$ cat config.mk
export PLATFORM = sky130hd
export DESIGN_NAME = tia_audio_sched
export DESIGN_NICKNAME = d
export VERILOG_FILES = /design/src/rtl/tia_audio_pkg.sv /design/src/rtl/tia_audio_freq_div.sv /design/src/rtl/tia_audio_sched.sv
export SDC_FILE = /design/constraint.sdc
export NUM_CORES = 1
export LEC_CHECK = 0
export BUFFER_PORTS_ARGS = -buffer_cell sky130_fd_sc_hd__buf_2
export CAP_MARGIN = 20
export CELL_PAD_IN_SITES_DETAIL_PLACEMENT = 0
export CELL_PAD_IN_SITES_GLOBAL_PLACEMENT = 1
export CORE_MARGIN = 5
export CORE_UTILIZATION = 50
export DETAILED_ROUTE_END_ITERATION = 10
export HOLD_SLACK_MARGIN = 0.08
export PLACE_DENSITY = 0.93
export REMOVE_ABC_BUFFERS = 1
export SLEW_MARGIN = 20
export SYNTH_ARGS = -nofsm -noshare
export SYNTH_HDL_FRONTEND = slang
export SYNTH_SLANG_ARGS = --single-unit
$ cat constraint.sdc
create_clock -name clk -period 5.7 [get_ports clk]
set_clock_uncertainty 0.2 [all_clocks]
set_input_delay 0.855 -clock clk [delete_from_list [all_inputs] [get_ports clk]]
set_output_delay 0.855 -clock clk [all_outputs]
set_load 0.02 [all_outputs]
$ cat src/rtl/tia_audio_pkg.sv
// Shared types and constants for the TIA audio scheduler: register map,
// datapath opcode layout, shift-state seed, FSM states and channel config.
package tia_audio_pkg;

  localparam logic [2:0] ADDR_AUDC0 = 3'd0;
  localparam logic [2:0] ADDR_AUDC1 = 3'd1;
  localparam logic [2:0] ADDR_AUDF0 = 3'd2;
  localparam logic [2:0] ADDR_AUDF1 = 3'd3;
  localparam logic [2:0] ADDR_AUDV0 = 3'd4;
  localparam logic [2:0] ADDR_AUDV1 = 3'd5;

  localparam int AUDC_W = 4;
  localparam int AUDF_W = 5;
  localparam int AUDV_W = 4;

  localparam int OPC_W        = 20;
  localparam int OPC_CH_POS   = 19;
  localparam int OPC_AUDC_POS = 15;
  localparam int OPC_AUDF_POS = 10;
  localparam int OPC_AUDV_POS = 6;

  localparam int          POLY_W    = 9;
  localparam logic [8:0]  POLY_INIT = 9'h1FF;

  typedef enum logic {
    ST_IDLE = 1'b0,
    ST_BUSY = 1'b1
  } sched_state_e;

  typedef struct packed {
    logic [AUDC_W-1:0] audc;
    logic [AUDF_W-1:0] audf;
    logic [AUDV_W-1:0] audv;
  } audio_ch_cfg_t;

  function automatic logic [OPC_W-1:0] make_opcode(input logic ch, input audio_ch_cfg_t cfg);
    logic [OPC_W-1:0] opc;
    opc = '0;
    opc[OPC_CH_POS]                    = ch;
    opc[OPC_AUDC_POS +: AUDC_W]        = cfg.audc;
    opc[OPC_AUDF_POS +: AUDF_W]        = cfg.audf;
    opc[OPC_AUDV_POS +: AUDV_W]        = cfg.audv;
    return opc;
  endfunction

endpackage

$ cat src/rtl/tia_audio_freq_div.sv
// Per-channel audio frequency divider: counts audio ticks and pulses
// expire when the count matches AUDF, then restarts from zero.
module tia_audio_freq_div
  import tia_audio_pkg::*;
(
  input  logic              clk,
  input  logic              rst_n,
  input  logic              tick,
  input  logic [AUDF_W-1:0] audf,
  output logic              expire
);

  logic [AUDF_W-1:0] cnt;

  // A count already past AUDF runs on to 31, wraps, and matches later.
  assign expire = tick && (cnt == audf);

  always_ff @(posedge clk or negedge rst_n) begin
    if (!rst_n)
      cnt <= '0;
    else if (tick)
      cnt <= expire ? '0 : cnt + AUDF_W'(1);
  end

endmodule

$ cat src/rtl/tia_audio_sched.sv
// TIA audio scheduler: shadow registers, tick/divider timing and a shared
// polynomial datapath time-multiplexed across two channels. TIA_AUDIO_MIX_EN adds mix_out.
//
// state   | meaning
// IDLE    | no step in flight; arbitrate pending channels
// BUSY    | dp_req held for sel_q until dp_done or timeout
module tia_audio_sched
  import tia_audio_pkg::*;
#(
  parameter int TICK_DIV   = 114,
  parameter int DP_TIMEOUT = 64
) (
  input  logic              clk,
  input  logic              rst_n,
  input  logic              wr_en,
  input  logic [2:0]        wr_addr,
  input  logic [7:0]        wr_data,
  output logic              dp_req,
  output logic [OPC_W-1:0]  dp_opcode,
  output logic [POLY_W-1:0] dp_state_in,
  input  logic              dp_done,
  input  logic [POLY_W-1:0] dp_state_out,
  output logic [3:0]        amp0,
  output logic [3:0]        amp1,
  output logic [1:0]        overrun,
  output logic              dp_err
`ifdef TIA_AUDIO_MIX_EN
  ,
  output logic [4:0]        mix_out
`endif
);

  localparam int TW = $clog2(TICK_DIV);
  localparam int DW = $clog2(DP_TIMEOUT + 1);

  audio_ch_cfg_t      cfg [2];
  logic [POLY_W-1:0]  poly [2];
  logic [TW-1:0]      tick_cnt;
  logic               tick;
  logic [1:0]         expire, arm, pending, done_ch, clr;
  sched_state_e       state_q, state_d;
  logic               sel_q, sel_d, last_q, last_d;
  logic               dp_req_d, done_ok, tmo;
  logic [OPC_W-1:0]   opc_d;
  logic [POLY_W-1:0]  sin_d;
  logic [DW-1:0]      tmr_q, tmr_d;
  logic               unused_wr;

  assign unused_wr = ^wr_data[7:5];

  always_ff @(posedge clk or negedge rst_n) begin
    if (!rst_n) begin
      cfg[0] <= '0;
      cfg[1] <= '0;
    end else if (wr_en) begin
      case (wr_addr)
        ADDR_AUDC0: cfg[0].audc <= wr_data[AUDC_W-1:0];
        ADDR_AUDC1: cfg[1].audc <= wr_data[AUDC_W-1:0];
        ADDR_AUDF0: cfg[0].audf <= wr_data[AUDF_W-1:0];
        ADDR_AUDF1: cfg[1].audf <= wr_data[AUDF_W-1:0];
        ADDR_AUDV0: cfg[0].audv <= wr_data[AUDV_W-1:0];
        ADDR_AUDV1: cfg[1].audv <= wr_data[AUDV_W-1:0];
        default: ;
      endcase
    end
  end

  assign tick = (tick_cnt == TW'(TICK_DIV - 1));

  always_ff @(posedge clk or negedge rst_n) begin
    if (!rst_n)
      tick_cnt <= '0;
    else
      tick_cnt <= tick ? '0 : tick_cnt + TW'(1);
  end

  tia_audio_freq_div u_div0 (
    .clk    (clk),
    .rst_n  (rst_n),
    .tick   (tick),
    .audf   (cfg[0].audf),
    .expire (expire[0])
  );

  tia_audio_freq_div u_div1 (
    .clk    (clk),
    .rst_n  (rst_n),
    .tick   (tick),
    .audf   (cfg[1].audf),
    .expire (expire[1])
  );

  assign arm[0]  = expire[0] && (cfg[0].audc != '0);
  assign arm[1]  = expire[1] && (cfg[1].audc != '0);
  assign done_ch = {done_ok & sel_q, done_ok & ~sel_q};
  assign clr     = done_ch | {tmo & sel_q, tmo & ~sel_q};

  always_comb begin
    state_d  = state_q;
    sel_d    = sel_q;
    last_d   = last_q;
    dp_req_d = dp_req;
    opc_d    = dp_opcode;
    sin_d    = dp_state_in;
    tmr_d    = tmr_q;
    done_ok  = 1'b0;
    tmo      = 1'b0;
    case (state_q)
      ST_IDLE: begin
        if (|pending) begin
          // Both pending: serve the channel that did not go last.
          sel_d    = (pending == 2'b11) ? ~last_q : pending[1];
          last_d   = sel_d;
          state_d  = ST_BUSY;
          dp_req_d = 1'b1;
          opc_d    = make_opcode(sel_d, cfg[sel_d]);
          sin_d    = poly[sel_d];
          tmr_d    = DW'(DP_TIMEOUT - 1);
        end
      end
      ST_BUSY: begin
        if (dp_done) begin
          done_ok  = 1'b1;
          dp_req_d = 1'b0;
          state_d  = ST_IDLE;
        end else if (tmr_q == '0) begin
          tmo      = 1'b1;
          dp_req_d = 1'b0;
          state_d  = ST_IDLE;
        end else begin
          tmr_d = tmr_q - DW'(1);
        end
      end
      default: state_d = ST_IDLE;
    endcase
  end

  always_ff @(posedge clk or negedge rst_n) begin
    if (!rst_n) begin
      state_q     <= ST_IDLE;
      sel_q       <= 1'b0;
      last_q      <= 1'b1;
      dp_req      <= 1'b0;
      dp_opcode   <= '0;
      dp_state_in <= '0;
      tmr_q       <= '0;
    end else begin
      state_q     <= state_d;
      sel_q       <= sel_d;
      last_q      <= last_d;
      dp_req      <= dp_req_d;
      dp_opcode   <= opc_d;
      dp_state_in <= sin_d;
      tmr_q       <= tmr_d;
    end
  end

  // Completion clears pending before a same-cycle expiry re-arms it.
  always_ff @(posedge clk or negedge rst_n) begin
    if (!rst_n) begin
      pending <= '0;
      overrun <= '0;
      dp_err  <= 1'b0;
      poly[0] <= POLY_INIT;
      poly[1] <= POLY_INIT;
    end else begin
      for (int ch = 0; ch < 2; ch++) begin
        if (arm[ch]) begin
          if (pending[ch] && !clr[ch])
            overrun[ch] <= 1'b1;
          else
            pending[ch] <= 1'b1;
        end else if (clr[ch]) begin
          pending[ch] <= 1'b0;
        end
        if (done_ch[ch])
          poly[ch] <= dp_state_out;
      end
      if (tmo)
        dp_err <= 1'b1;
    end
  end

  always_ff @(posedge clk or negedge rst_n) begin
    if (!rst_n) begin
      amp0 <= '0;
      amp1 <= '0;
    end else begin
      amp0 <= (cfg[0].audc == '0 || poly[0][0]) ? cfg[0].audv : 4'd0;
      amp1 <= (cfg[1].audc == '0 || poly[1][0]) ? cfg[1].audv : 4'd0;
    end
  end

`ifdef TIA_AUDIO_MIX_EN
  always_ff @(posedge clk or negedge rst_n) begin
    if (!rst_n)
      mix_out <= '0;
    else
      mix_out <= {1'b0, amp0} + {1'b0, amp1};
  end
`endif

endmodule
==> flow_results.xml, run 1 <==
<?xml version="1.0" encoding="UTF-8"?>
<metrics>
  <group name="sta">
    <metric name="period_needed" unit="ns">2.18</metric>
    <metric name="slew_violations" unit="">0</metric>
    <metric name="max_clock_freq" unit="MHz">459</metric>
    <metric name="max_slew.worst_pin.slew" unit="ns">1.08</metric>
    <metric name="rsz_0062_raised_after_global_routing" unit="">false</metric>
    <metric name="setup-violations-final" unit="">0</metric>
    <metric name="finalCritPeriodShare" unit="%">38.3</metric>
    <metric name="slew-limit-headroom" unit="%">28.1</metric>
    <metric name="finalHoldViolCount" unit="">0</metric>
    <metric name="hold_ws" unit="ns">0.278</metric>
    <metric name="final.setup.tns" unit="ns">0</metric>
  </group>
  <group name="floorplan">
    <metric name="floorplan.initialDensity" unit="%">51.2</metric>
    <metric name="die_area" unit="mm^2">0.0115</metric>
    <metric name="placementRows" unit="">35</metric>
    <metric name="die_height" unit="um">107</metric>
    <metric name="core_region_area" unit="mm^2">0.00924</metric>
    <metric name="floorplan.die.width" unit="um">107</metric>
    <metric name="boundaryPins" unit="">65</metric>
  </group>
  <group name="cells_and_area">
    <metric name="post-route-cell-area" unit="mm^2">0.00531</metric>
    <metric name="post_layout_nonfiller_instances" unit="">577</metric>
    <metric name="area_growth" unit="%">12.3</metric>
    <metric name="final_layout_size_suffix_gt1_share" unit="%">32.8</metric>
    <metric name="num-nets-final" unit="">473</metric>
    <metric name="layout.filler_cells" unit="">781</metric>
    <metric name="final_cell_mix" unit="">88 x sky130_fd_sc_hd__dfrtp_1, 54 x sky130_fd_sc_hd__buf_2, 44 x sky130_fd_sc_hd__mux2_2, 37 x sky130_fd_sc_hd__nand2_1, 28 x sky130_fd_sc_hd__o21ai_0</metric>
    <metric name="layout_commonest_cell" unit="">sky130_fd_sc_hd__dfrtp_1</metric>
    <metric name="count_of_antenna_diodes_in_the_layout" unit="">0</metric>
  </group>
  <group name="grt">
    <metric name="grt.busiest_layer" unit="">met2</metric>
    <metric name="gr_layer_usage_met2" unit="%">28.3</metric>
    <metric name="grt_util_met3" unit="%">3.72</metric>
    <metric name="grt_use_total" unit="%">16.7</metric>
    <metric name="grt_first_pass_wirelength" unit="um">15400</metric>
    <metric name="grt_max_degree" unit="">57</metric>
    <metric name="fraction_of_met1_tracks_used_by_global_routing" unit="%">21.1</metric>
    <metric name="grt_antenna_before_repair" unit="">0</metric>
    <metric name="grt_pass1_vias" unit="">3238</metric>
    <metric name="globalRouteOverflowTotal" unit="">0</metric>
  </group>
  <group name="power">
    <metric name="p_int" unit="W">0.00107</metric>
    <metric name="power.share.clock" unit="%">28.7</metric>
    <metric name="vdd_drop_max" unit="mV">0.186</metric>
    <metric name="swShare" unit="%">26.5</metric>
    <metric name="switching_power" unit="W">0.000383</metric>
    <metric name="power.share.sequential" unit="%">60.0</metric>
    <metric name="pwr-share-comb" unit="%">11.4</metric>
    <metric name="power_density_over_the_cells" unit="mW/mm^2">273</metric>
    <metric name="p_leak" unit="nW">2.37</metric>
  </group>
  <group name="critical_path">
    <metric name="path_class" unit="">input pin to register</metric>
    <metric name="critPathArrivalTime" unit="ns">2.23</metric>
    <metric name="biggest_fanout_along_the_worst_timing_path" unit="">6</metric>
    <metric name="crit_slowest_cell" unit="">sky130_fd_sc_hd__nor4b_1</metric>
    <metric name="timing.critical_path.from_type" unit="">input pin</metric>
    <metric name="timing.critical_path.to_type" unit="">register</metric>
    <metric name="required" unit="ns">5.75</metric>
    <metric name="cp_cell_sequence" unit="">buf_2, nor4b_1, mux2_2</metric>
    <metric name="crit_family" unit="">simple AND/OR/NAND/NOR gates</metric>
    <metric name="critical-path-max-stage-delay" unit="ns">0.82</metric>
    <metric name="critical_path.n_buffers_inverters" unit="">1</metric>
  </group>
  <group name="synthesis">
    <metric name="synthesis.area_per_instance" unit="um^2">12.2</metric>
    <metric name="synth_unique_cells" unit="">47</metric>
    <metric name="number_of_enable_flip_flop_cells_after_synthesis" unit="">0</metric>
    <metric name="yosys_register_bits" unit="">107</metric>
    <metric name="count_of_warnings_emitted_by_yosys" unit="">0</metric>
    <metric name="share_of_synthesized_registers_carrying_an_async_set_or_reset" unit="%">100</metric>
    <metric name="synth.cell_area" unit="mm^2">0.00473</metric>
    <metric name="post_synth_inst_count" unit="">387</metric>
    <metric name="postSynth.topFlopCell" unit="">sky130_fd_sc_hd__dfrtp_1</metric>
    <metric name="synth_seq_area_share" unit="%">57.1</metric>
  </group>
  <group name="clock_network">
    <metric name="post_cts_resized" unit="">0</metric>
    <metric name="insertion_delay" unit="ns">0.37</metric>
    <metric name="clk_pin_slew" unit="ns">0.09</metric>
    <metric name="cts_num_sinks" unit="">107</metric>
    <metric name="cts-htree-levels" unit="">3</metric>
    <metric name="holdBufCountCts" unit="">0</metric>
    <metric name="cts_buffers" unit="">9</metric>
    <metric name="clock_path_buffers" unit="">2</metric>
    <metric name="post_cts_repair_timing_setup_buffer_count" unit="">0</metric>
    <metric name="cts_tree" unit="">built</metric>
    <metric name="clock_tree.root_cell" unit="">sky130_fd_sc_hd__clkbuf_8</metric>
  </group>
  <group name="placement">
    <metric name="postPlaceCellArea" unit="mm^2">0.00512</metric>
    <metric name="placed_cells_incl_taps" unit="">560</metric>
    <metric name="port-buffer-count" unit="">55</metric>
    <metric name="detailed_place_hpwl" unit="um">6430</metric>
    <metric name="gp_routability_congestion" unit="">0.752</metric>
  </group>
  <group name="run">
    <metric name="cap_violations" unit="">0</metric>
  </group>
  <group name="drt">
    <metric name="drt-wirelength-per-cell" unit="um">15.7</metric>
    <metric name="ant_nets" unit="">0</metric>
    <metric name="wirelength" unit="um">9040</metric>
    <metric name="drt_iter0_drc" unit="">70</metric>
    <metric name="route.vias.total" unit="">3023</metric>
    <metric name="drc_errors" unit="">0</metric>
    <metric name="detail_route.first_pass.iterations" unit="">4</metric>
    <metric name="vias_per_cell" unit="">5.24</metric>
  </group>
  <group name="min_path">
    <metric name="hold_crit_class" unit="">register to register</metric>
  </group>
  <group name="outcome">
    <metric name="run_status" unit="">completed</metric>
  </group>
</metrics>
[cell usage after synthesis (6+ instances only)]
cell	number	area share (%)
sky130_fd_sc_hd__o21ai_0	29	3.1
sky130_fd_sc_hd__mux2_2	44	10
sky130_fd_sc_hd__nor2_1	14	1.1
sky130_fd_sc_hd__mux2i_1	22	4.7
sky130_fd_sc_hd__nand2_1	37	2.9
sky130_fd_sc_hd__xor2_1	6	1.1
sky130_fd_sc_hd__dfstp_2	19	11
sky130_fd_sc_hd__clkbuf_1	7	0.56
sky130_fd_sc_hd__xnor2_1	15	2.8
sky130_fd_sc_hd__nor2b_1	12	1.6
sky130_fd_sc_hd__nand3_1	11	1.2
sky130_fd_sc_hd__dfrtp_1	88	47
sky130_fd_sc_hd__a21oi_1	8	0.85
sky130_fd_sc_hd__buf_4	7	1.1
sky130_fd_sc_hd__ha_1	6	1.6
sky130_fd_sc_hd__inv_1	7	0.56
sky130_fd_sc_hd__nor3_1	7	0.74
[power by group through the flow]
stage	clock network (W)	registers, W	logic (W)
after global routing	0.000458	0.000876	0.000183
after floorplan	0	0.000880	0.000102
after detailed placement	0	0.000884	0.000166
after global placement	0	0.000879	0.000159
after CTS	0.000429	0.000869	0.000167
final	0.000415	0.000869	0.000165
[cells by family after synthesis]
group	count (synthesis)	share of synthesized area (%)
AND/OR/NAND/NOR	107	12.7
other	1	0.0792
multiplexers	66	15.1
flip-flops	107	57.1
buffers and inverters	24	2.72
AO/OA/AOI/OAI	55	6.80
XOR/XNOR	21	3.89
adder cells (fa/ha/maj)	6	1.59
[layer usage]
| layer | up-vias | share of wire [%] |
|---|---|---|
| met1 | 1504 | 44 |
| li1 | 1459 | - |
| met5 | - | 0 |
| met3 | 11 | 3.8 |
| met2 | 49 | 51 |
| met4 | 0 | 1.2 |
[stage by stage]
step	utilization, %	total power (W)	setup slack, ns
CTS	57.2	0.00146	3.51
global placement	55.4	0.00104	3.24
global route	57.5	0.00152	3.35
finish	57.5	0.00145	3.52
floorplan	-	0.000982	2.34
detailed placement	55.4	0.00105	3.16
[registers in the layout, summed over array words and instances (netlist names)]
| register | cells |
|---|---|
| state_q | 1 |
| u_div1.cnt | 5 |
| overrun | 2 |
| dp_opcode | 13 |
| last_q | 1 |
| dp_req | 1 |
| tick_cnt | 7 |
| tmr_q | 7 |
| sel_q | 1 |
| amp0 | 4 |
| dp_state_in | 9 |
| poly | 18 |
| dp_err | 1 |
| amp1 | 4 |
| pending | 2 |
| cfg | 26 |
| u_div0.cnt | 5 |
[area by class of cell]
cell class	count	area (um^2)	area share [%]
sequential	107	2700	50.8
multi-input combinational	261	1940	36.6
timing repair buffer	57	313	5.89
tap	129	161	3.04
clock buffer	11	131	2.47
clock inverter	5	36.3	0.683
inverter	7	26.3	0.495
[worst paths after layout]
check,endpoint,depth (start not counted),startpoint,slack [ns]
worst max-delay path,cfg[25]$_DFFE_PN0P_,3,wr_addr[0],3.52
min in group asynchronous,cfg[15]$_DFFE_PN0P_,1,rst_n,0.30
max in group asynchronous,amp1[2]$_DFF_PN0_,2,rst_n,3.83
worst min register to register,overrun[0]$_DFFE_PN0P_,1,overrun[0]$_DFFE_PN0P_,0.28
worst min-delay path,overrun[0]$_DFFE_PN0P_,1,overrun[0]$_DFFE_PN0P_,0.28
worst max register to register,u_div0.cnt[0]$_DFFE_PN0N_,6,tick_cnt[1]$_DFF_PN0_,3.52
Note: power is estimated with default switching activity, not from simulation.
==> run 2: changes to the inputs <==
--- a/config.mk
+++ b/config.mk
@@ -5,15 +5,16 @@
 export SDC_FILE = /design/constraint.sdc
 export NUM_CORES = 1
 export LEC_CHECK = 0
+export ABC_AREA = 1
 export BUFFER_PORTS_ARGS = -buffer_cell sky130_fd_sc_hd__buf_2
 export CAP_MARGIN = 20
 export CELL_PAD_IN_SITES_DETAIL_PLACEMENT = 0
 export CELL_PAD_IN_SITES_GLOBAL_PLACEMENT = 1
 export CORE_MARGIN = 5
-export CORE_UTILIZATION = 50
+export CORE_UTILIZATION = 39
 export DETAILED_ROUTE_END_ITERATION = 10
 export HOLD_SLACK_MARGIN = 0.08
-export PLACE_DENSITY = 0.93
+export PLACE_DENSITY = 0.84
 export REMOVE_ABC_BUFFERS = 1
 export SLEW_MARGIN = 20
 export SYNTH_ARGS = -nofsm -noshare
==> constraint.sdc (replaced) <==
create_clock -name clk -period 1.9 [get_ports clk]
set_clock_uncertainty 0.2 [all_clocks]
set_input_delay 0.285 -clock clk [delete_from_list [all_inputs] [get_ports clk]]
set_output_delay 0.285 -clock clk [all_outputs]
set_load 0.02 [all_outputs]
==> flow_results.xml, run 2 <==
<?xml version="1.0" encoding="UTF-8"?>
<metrics>
  <group name="synthesis">
    <metric name="number_of_enable_flip_flop_cells_after_synthesis" unit="">0</metric>
    <metric name="synth_largest_area_cell" unit="">sky130_fd_sc_hd__dfrtp_1</metric>
    <metric name="synthesis.area_per_instance" unit="um^2">8.40</metric>
    <metric name="cell_with_the_most_instances_after_synthesis" unit="">sky130_fd_sc_hd__nand2_1</metric>
    <metric name="netlist_top_cells_area" unit="">sky130_fd_sc_hd__dfrtp_1 44%, sky130_fd_sc_hd__nand2_1 11%, sky130_fd_sc_hd__dfstp_2 10%</metric>
    <metric name="share_of_synthesized_registers_carrying_an_async_set_or_reset" unit="%">100</metric>
    <metric name="top_cells_by_instance_count_after_synthesis" unit="">148 x sky130_fd_sc_hd__nand2_1, 88 x sky130_fd_sc_hd__dfrtp_1, 76 x sky130_fd_sc_hd__o21ai_0</metric>
    <metric name="count_of_warnings_emitted_by_yosys" unit="">0</metric>
    <metric name="yosys_register_bits" unit="">107</metric>
    <metric name="postSynth.topFlopCell" unit="">sky130_fd_sc_hd__dfrtp_1</metric>
    <metric name="synth_unique_cells" unit="">35</metric>
    <metric name="synth.cell_area" unit="mm^2">0.00496</metric>
    <metric name="post_synth_inst_count" unit="">590</metric>
    <metric name="synth_seq_area_share" unit="%">54.5</metric>
    <metric name="netlist.area_leader.share" unit="%">44.4</metric>
  </group>
  <group name="clock_network">
    <metric name="cts-htree-levels" unit="">3</metric>
    <metric name="clock_path_buffers" unit="">2</metric>
    <metric name="holdBufCountCts" unit="">11</metric>
    <metric name="insertion_delay" unit="ns">0.35</metric>
    <metric name="cts_buffers" unit="">9</metric>
    <metric name="cts_tree" unit="">built</metric>
    <metric name="clk_pin_slew" unit="ns">0.07</metric>
    <metric name="post_cts_repair_timing_setup_buffer_count" unit="">0</metric>
    <metric name="cts_num_sinks" unit="">107</metric>
    <metric name="post_cts_resized" unit="">0</metric>
    <metric name="clock_tree.root_cell" unit="">sky130_fd_sc_hd__clkbuf_16</metric>
  </group>
  <group name="cells_and_area">
    <metric name="register_with_the_most_flip_flops" unit="">cfg</metric>
    <metric name="layout_commonest_cell" unit="">sky130_fd_sc_hd__nand2_1</metric>
    <metric name="count_of_antenna_diodes_in_the_layout" unit="">0</metric>
    <metric name="final_layout_size_suffix_gt1_share" unit="%">18.8</metric>
    <metric name="reg.largest.list" unit="">cfg x26, poly x18, dp_opcode x13</metric>
    <metric name="num-nets-final" unit="">689</metric>
    <metric name="largest_register_ff_count" unit="">26</metric>
    <metric name="final_cell_mix" unit="">148 x sky130_fd_sc_hd__nand2_1, 88 x sky130_fd_sc_hd__dfrtp_1, 76 x sky130_fd_sc_hd__o21ai_0, 72 x sky130_fd_sc_hd__inv_1, 60 x sky130_fd_sc_hd__nor2_1</metric>
    <metric name="area_growth" unit="%">18.0</metric>
    <metric name="layout.filler_cells" unit="">1238</metric>
  </group>
  <group name="floorplan">
    <metric name="floorplan.initialDensity" unit="%">39.6</metric>
    <metric name="die_height" unit="um">123</metric>
    <metric name="core_region_area" unit="mm^2">0.0125</metric>
    <metric name="boundaryPins" unit="">65</metric>
    <metric name="floorplan.die.width" unit="um">123</metric>
    <metric name="placementRows" unit="">41</metric>
    <metric name="die_area" unit="mm^2">0.0151</metric>
  </group>
  <group name="power">
    <metric name="swShare" unit="%">35.1</metric>
    <metric name="power.share.clock" unit="%">25.7</metric>
    <metric name="switching_power" unit="W">0.00262</metric>
    <metric name="p_leak" unit="nW">2.96</metric>
    <metric name="p_int" unit="W">0.00484</metric>
    <metric name="power.share.sequential" unit="%">46.0</metric>
    <metric name="pwr-share-comb" unit="%">28.3</metric>
    <metric name="power_density_over_the_cells" unit="mW/mm^2">1280</metric>
    <metric name="vdd_drop_max" unit="mV">0.605</metric>
  </group>
  <group name="min_path">
    <metric name="hold_crit_class" unit="">input pin to register</metric>
  </group>
  <group name="critical_path">
    <metric name="critical-path-max-stage-delay" unit="ns">0.39</metric>
    <metric name="path_class" unit="">register to register</metric>
    <metric name="critPathMostFrequentCell" unit="">sky130_fd_sc_hd__o21ai_1</metric>
    <metric name="timing.critical_path.to_type" unit="">register</metric>
    <metric name="crit_slowest_cell" unit="">sky130_fd_sc_hd__dfrtp_1</metric>
    <metric name="crit_family" unit="">simple AND/OR/NAND/NOR gates</metric>
    <metric name="timing.critical_path.from_type" unit="">register</metric>
    <metric name="cp_cell_sequence" unit="">inv_1, ha_1, nand2_2, nor2_8, inv_4, o21ai_1, o21ai_1, nor2_1</metric>
    <metric name="biggest_fanout_along_the_worst_timing_path" unit="">15</metric>
    <metric name="critPathArrivalTime" unit="ns">1.70</metric>
    <metric name="critical_path.n_buffers_inverters" unit="">2</metric>
    <metric name="required" unit="ns">1.98</metric>
  </group>
  <group name="sta">
    <metric name="slew_violations" unit="">0</metric>
    <metric name="period_needed" unit="ns">1.62</metric>
    <metric name="slew-limit-headroom" unit="%">63.1</metric>
    <metric name="final.setup.tns" unit="ns">0</metric>
    <metric name="max_slew.worst_pin.slew" unit="ns">0.550</metric>
    <metric name="finalHoldViolCount" unit="">0</metric>
    <metric name="timing.final.ws_setup" unit="ns">0.283</metric>
    <metric name="rsz_0062_raised_after_global_routing" unit="">false</metric>
    <metric name="finalCritPeriodShare" unit="%">85.1</metric>
    <metric name="setup-violations-final" unit="">0</metric>
    <metric name="max_clock_freq" unit="MHz">618</metric>
  </group>
  <group name="drt">
    <metric name="detail_route.first_pass.iterations" unit="">4</metric>
    <metric name="ant_nets" unit="">0</metric>
    <metric name="drt_iter0_drc" unit="">163</metric>
    <metric name="drc_errors" unit="">0</metric>
    <metric name="wirelength" unit="um">11000</metric>
    <metric name="drt-wirelength-per-cell" unit="um">13.1</metric>
    <metric name="vias_per_cell" unit="">4.74</metric>
    <metric name="route.vias.total" unit="">3964</metric>
  </group>
  <group name="grt">
    <metric name="grt_use_total" unit="%">15.5</metric>
    <metric name="grt_pass1_vias" unit="">3839</metric>
    <metric name="grt_max_degree" unit="">42</metric>
    <metric name="globalRouteOverflowTotal" unit="">0</metric>
    <metric name="grt_antenna_before_repair" unit="">0</metric>
    <metric name="grt_first_pass_wirelength" unit="um">18300</metric>
  </group>
  <group name="outcome">
    <metric name="run_status" unit="">completed</metric>
  </group>
  <group name="run">
    <metric name="cap_violations" unit="">0</metric>
  </group>
  <group name="placement">
    <metric name="detailed_place_hpwl" unit="um">7530</metric>
    <metric name="gp_routability_congestion" unit="">0.845</metric>
    <metric name="dp_slack" unit="ns">0.296</metric>
    <metric name="port-buffer-count" unit="">55</metric>
  </group>
</metrics>
## run 2: path summary, 6_finish.rpt
path                                             end  cells after the start  slack, ns                   start
max                        u_div0.cnt[3]$_DFFE_PN0N_                      8       0.28   tick_cnt[1]$_DFF_PN0_
min                              cfg[12]$_DFFE_PN0P_                      3       0.12              wr_data[3]
max reg2reg                u_div0.cnt[3]$_DFFE_PN0N_                      8       0.28   tick_cnt[1]$_DFF_PN0_
min reg2reg                   overrun[1]$_DFFE_PN0P_                      2       0.27  overrun[1]$_DFFE_PN0P_
max in group asynchronous         last_q$_DFFE_PN1P_                      3       0.66                   rst_n
min in group asynchronous      tick_cnt[5]$_DFF_PN0_                      2       0.22                   rst_n
## run 2: power groups by stage
stage          sequential [W]  clock [W]  combinational, W
2_1_floorplan         0.00371          0           0.00104
3_3_place_gp          0.00345          0           0.00208
3_5_place_dp          0.00346          0           0.00212
4_1_cts               0.00343    0.00196           0.00216
5_1_grt               0.00351    0.00204           0.00239
6_report              0.00343    0.00192           0.00211
## run 2: cell type report
| cell class | count | area, um^2 | area share (%) |
|---|---|---|---|
| Sequential cell | 107 | 2700 | 46.2 |
| Timing Repair Buffer | 73 | 478 | 8.17 |
| Clock inverter | 4 | 48.8 | 0.834 |
| Clock buffer | 12 | 256 | 4.39 |
| Inverter | 81 | 307 | 5.24 |
| Tap cell | 172 | 215 | 3.68 |
| Multi-Input combinational cell | 387 | 1840 | 31.5 |
## run 2: through the flow
step	cell area (um^2)	hold WS (ns)	utilization [%]	power (W)	std cells
floorplan	4850	-0.211	-	0.00475	575
global placement	5430	0.0523	43.4	0.00553	809
detailed placement	5430	0.0524	43.4	0.00559	809
CTS	5850	0.112	46.7	0.00755	836
global route	5850	0.144	46.7	0.00794	836
finish	5850	0.120	46.7	0.00746	836
## run 2: cells by family (layout without fill, tap and decap cells)
logic type | after synthesis | in the layout | share of synthesized area, %
flip-flops | 107 | 107 | 54.5
buffers and inverters | 101 | 170 | 8.73
other | 1 | 6 | 0.0756
AO/OA/AOI/OAI | 112 | 112 | 11.7
XOR/XNOR | 5 | 5 | 0.883
adder cells (fa/ha/maj) | 6 | 6 | 1.51
AND/OR/NAND/NOR | 258 | 258 | 22.6
## run 2: worst register-to-register path, stage by stage, from the launching register on
cell and delay, ns:
sky130_fd_sc_hd__dfrtp_1 0.39, sky130_fd_sc_hd__inv_1 0.06, sky130_fd_sc_hd__ha_1 0.14, sky130_fd_sc_hd__nand2_2 0.09
sky130_fd_sc_hd__nor2_8 0.22, sky130_fd_sc_hd__inv_4 0.14, sky130_fd_sc_hd__o21ai_1 0.14, sky130_fd_sc_hd__o21ai_1 0.08
sky130_fd_sc_hd__nor2_1 0.09
## run 2: per-layer routing
layer	global-route usage (%)	wire [um]	up-vias
met4	7.28	241	0
met3	2.30	408	14
met2	25.1	5270	69
met5	0	0	-
li1	-	-	1989
met1	20.5	5060	1892
==> run 3: changes to the inputs <==
--- a/config.mk
+++ b/config.mk
@@ -15,7 +15,6 @@
 export DETAILED_ROUTE_END_ITERATION = 10
 export HOLD_SLACK_MARGIN = 0.08
 export PLACE_DENSITY = 0.84
-export REMOVE_ABC_BUFFERS = 1
 export SLEW_MARGIN = 20
 export SYNTH_ARGS = -nofsm -noshare
 export SYNTH_HDL_FRONTEND = slang
==> flow_results.xml, run 3 (synthesis results as in run 2) <==
<?xml version="1.0" encoding="UTF-8"?>
<metrics>
  <group name="drt">
    <metric name="ant_nets" unit="">0</metric>
    <metric name="drt_iter0_drc" unit="">231</metric>
    <metric name="detail_route.first_pass.iterations" unit="">4</metric>
    <metric name="vias_per_cell" unit="">4.64</metric>
    <metric name="drc_errors" unit="">0</metric>
    <metric name="drt-wirelength-per-cell" unit="um">12.6</metric>
    <metric name="route.vias.total" unit="">3877</metric>
    <metric name="wirelength" unit="um">10500</metric>
  </group>
  <group name="placement">
    <metric name="placed_cells_incl_taps" unit="">809</metric>
    <metric name="gp_routability_congestion" unit="">0.833</metric>
    <metric name="detailed_place_hpwl" unit="um">7810</metric>
    <metric name="port-buffer-count" unit="">55</metric>
  </group>
  <group name="power">
    <metric name="p_leak" unit="nW">2.94</metric>
    <metric name="power_density_over_the_cells" unit="mW/mm^2">1250</metric>
    <metric name="vdd_drop_max" unit="mV">0.589</metric>
  </group>
  <group name="grt">
    <metric name="grt_antenna_before_repair" unit="">0</metric>
    <metric name="grt_first_pass_wirelength" unit="um">17900</metric>
    <metric name="globalRouteOverflowTotal" unit="">0</metric>
    <metric name="grt_pass1_vias" unit="">3782</metric>
    <metric name="grt_use_total" unit="%">14.9</metric>
    <metric name="grt_max_degree" unit="">33</metric>
  </group>
  <group name="clock_network">
    <metric name="clk_pin_slew" unit="ns">0.07</metric>
    <metric name="clock_path_buffers" unit="">2</metric>
    <metric name="post_cts_resized" unit="">0</metric>
    <metric name="clock_tree.root_cell" unit="">sky130_fd_sc_hd__clkbuf_16</metric>
    <metric name="cts-htree-levels" unit="">3</metric>
    <metric name="cts_tree" unit="">built</metric>
    <metric name="cts_num_sinks" unit="">107</metric>
    <metric name="cts_buffers" unit="">9</metric>
    <metric name="insertion_delay" unit="ns">0.34</metric>
  </group>
  <group name="cells_and_area">
    <metric name="register_with_the_most_flip_flops" unit="">cfg</metric>
    <metric name="num-nets-final" unit="">689</metric>
    <metric name="largest_register_ff_count" unit="">26</metric>
    <metric name="post_layout_nonfiller_instances" unit="">836</metric>
    <metric name="reg.largest.list" unit="">cfg x26, poly x18, dp_opcode x13</metric>
    <metric name="layout.filler_cells" unit="">1243</metric>
    <metric name="area_growth" unit="%">17.7</metric>
    <metric name="final_cell_mix" unit="">148 x sky130_fd_sc_hd__nand2_1, 88 x sky130_fd_sc_hd__dfrtp_1, 76 x sky130_fd_sc_hd__o21ai_0, 72 x sky130_fd_sc_hd__inv_1, 60 x sky130_fd_sc_hd__nor2_1</metric>
    <metric name="layout_commonest_cell" unit="">sky130_fd_sc_hd__nand2_1</metric>
    <metric name="final_layout_size_suffix_gt1_share" unit="%">18.8</metric>
    <metric name="count_of_antenna_diodes_in_the_layout" unit="">0</metric>
  </group>
  <group name="sta">
    <metric name="slew_violations" unit="">0</metric>
    <metric name="max_clock_freq" unit="MHz">603</metric>
    <metric name="rsz_0062_raised_after_global_routing" unit="">false</metric>
    <metric name="hold_ws" unit="ns">0.0970</metric>
    <metric name="final.setup.tns" unit="ns">0</metric>
    <metric name="setup-violations-final" unit="">0</metric>
    <metric name="finalHoldViolCount" unit="">0</metric>
    <metric name="finalCritPeriodShare" unit="%">87.2</metric>
    <metric name="period_needed" unit="ns">1.66</metric>
  </group>
  <group name="critical_path">
    <metric name="timing.critical_path.from_type" unit="">register</metric>
    <metric name="path_class" unit="">register to register</metric>
    <metric name="crit_family" unit="">simple AND/OR/NAND/NOR gates</metric>
    <metric name="crit_slowest_cell" unit="">sky130_fd_sc_hd__dfrtp_1</metric>
    <metric name="cp_cell_sequence" unit="">inv_1, ha_1, nand2_2, nor2_8, nand2_2, nor3_2, nand2_1, nand2_1</metric>
    <metric name="critPathArrivalTime" unit="ns">1.74</metric>
    <metric name="critical_path.n_buffers_inverters" unit="">1</metric>
    <metric name="critical-path-max-stage-delay" unit="ns">0.40</metric>
    <metric name="required" unit="ns">1.98</metric>
    <metric name="biggest_fanout_along_the_worst_timing_path" unit="">15</metric>
    <metric name="timing.critical_path.to_type" unit="">register</metric>
  </group>
  <group name="floorplan">
    <metric name="boundaryPins" unit="">65</metric>
    <metric name="placementRows" unit="">41</metric>
    <metric name="die_height" unit="um">123</metric>
    <metric name="floorplan.die.width" unit="um">123</metric>
    <metric name="core_region_area" unit="mm^2">0.0125</metric>
    <metric name="die_area" unit="mm^2">0.0151</metric>
    <metric name="floorplan.initialDensity" unit="%">39.6</metric>
  </group>
  <group name="run">
    <metric name="cap_violations" unit="">0</metric>
  </group>
  <group name="outcome">
    <metric name="run_status" unit="">completed</metric>
  </group>
  <group name="min_path">
    <metric name="hold_crit_class" unit="">input pin to register</metric>
  </group>
</metrics>
==> run 3: area by class of cell <==
cell class | instances | area, um^2 | area share [%]
flip-flops and latches | 107 | 2700 | 46.3
multi-input cells | 387 | 1840 | 31.6
repair buffers | 73 | 490 | 8.41
inverters | 81 | 307 | 5.26
clock buffers | 11 | 243 | 4.16
well taps | 172 | 215 | 3.69
clock inverters | 5 | 35.0 | 0.601
==> run 3: path summary, 6_finish.rpt <==
path / from / end / slack [ns] / cells past startpoint
worst min register to register: last_q$_DFFE_PN1P_ / last_q$_DFFE_PN1P_ / 0.27 / 2
min in group asynchronous: rst_n / amp0[1]$_DFF_PN0_ / 0.24 / 2
max in group asynchronous: rst_n / poly[7]$_DFFE_PN1P_ / 0.68 / 3
worst min-delay path: wr_data[0] / cfg[13]$_DFFE_PN0P_ / 0.1 / 3
worst max register to register: tick_cnt[1]$_DFF_PN0_ / overrun[0]$_DFFE_PN0P_ / 0.24 / 8
worst max-delay path: tick_cnt[1]$_DFF_PN0_ / overrun[0]$_DFFE_PN0P_ / 0.24 / 8
==> run 3: stage by stage <==
step / total power (W) / instance area [um^2] / setup slack [ns] / utilization, %
2_1_floorplan: 0.00483 / 4980 / 0.469 / -
3_3_place_gp: 0.00552 / 5450 / 0.288 / 43.5
3_5_place_dp: 0.00559 / 5450 / 0.237 / 43.5
4_1_cts: 0.00738 / 5830 / 0.217 / 46.6
5_1_grt: 0.00777 / 5830 / 0.0797 / 46.6
6_report: 0.00729 / 5830 / 0.242 / 46.6
==> run 3: layer usage <==
| metal | share of wire, % | up-vias | wire (um) | track usage (%) |
|---|---|---|---|---|
| li1 | - | 1985 | - | - |
| met2 | 50 | 56 | 5220 | 25.3 |
| met1 | 46 | 1827 | 4840 | 19.7 |
| met5 | 0 | - | 0 | 0 |
| met3 | 3.0 | 9 | 320 | 1.75 |
| met4 | 1.4 | 0 | 142 | 5.53 |
==> run 3: what timing repair did <==
item                                   in CTS  in global routing
buffers inserted                            0                  0
hold buffers                               11                  0
endpoints found under the hold margin      96                  0
==> run 3: power by group <==
group          internal, W  switching, W  total, W  leakage, nW
sequential         0.00303      0.000413   0.00344         1.30
combinational     0.000718       0.00136   0.00208         1.50
clock             0.000931      0.000838   0.00177        0.136
==> run 3: worst register-to-register path: stages (launching register included) <==
cell	delay, ns
sky130_fd_sc_hd__dfrtp_1	0.40
sky130_fd_sc_hd__inv_1	0.07
sky130_fd_sc_hd__ha_1	0.15
sky130_fd_sc_hd__nand2_2	0.09
sky130_fd_sc_hd__nor2_8	0.24
sky130_fd_sc_hd__nand2_2	0.11
sky130_fd_sc_hd__nor3_2	0.20
sky130_fd_sc_hd__nand2_1	0.08
sky130_fd_sc_hd__nand2_1	0.06
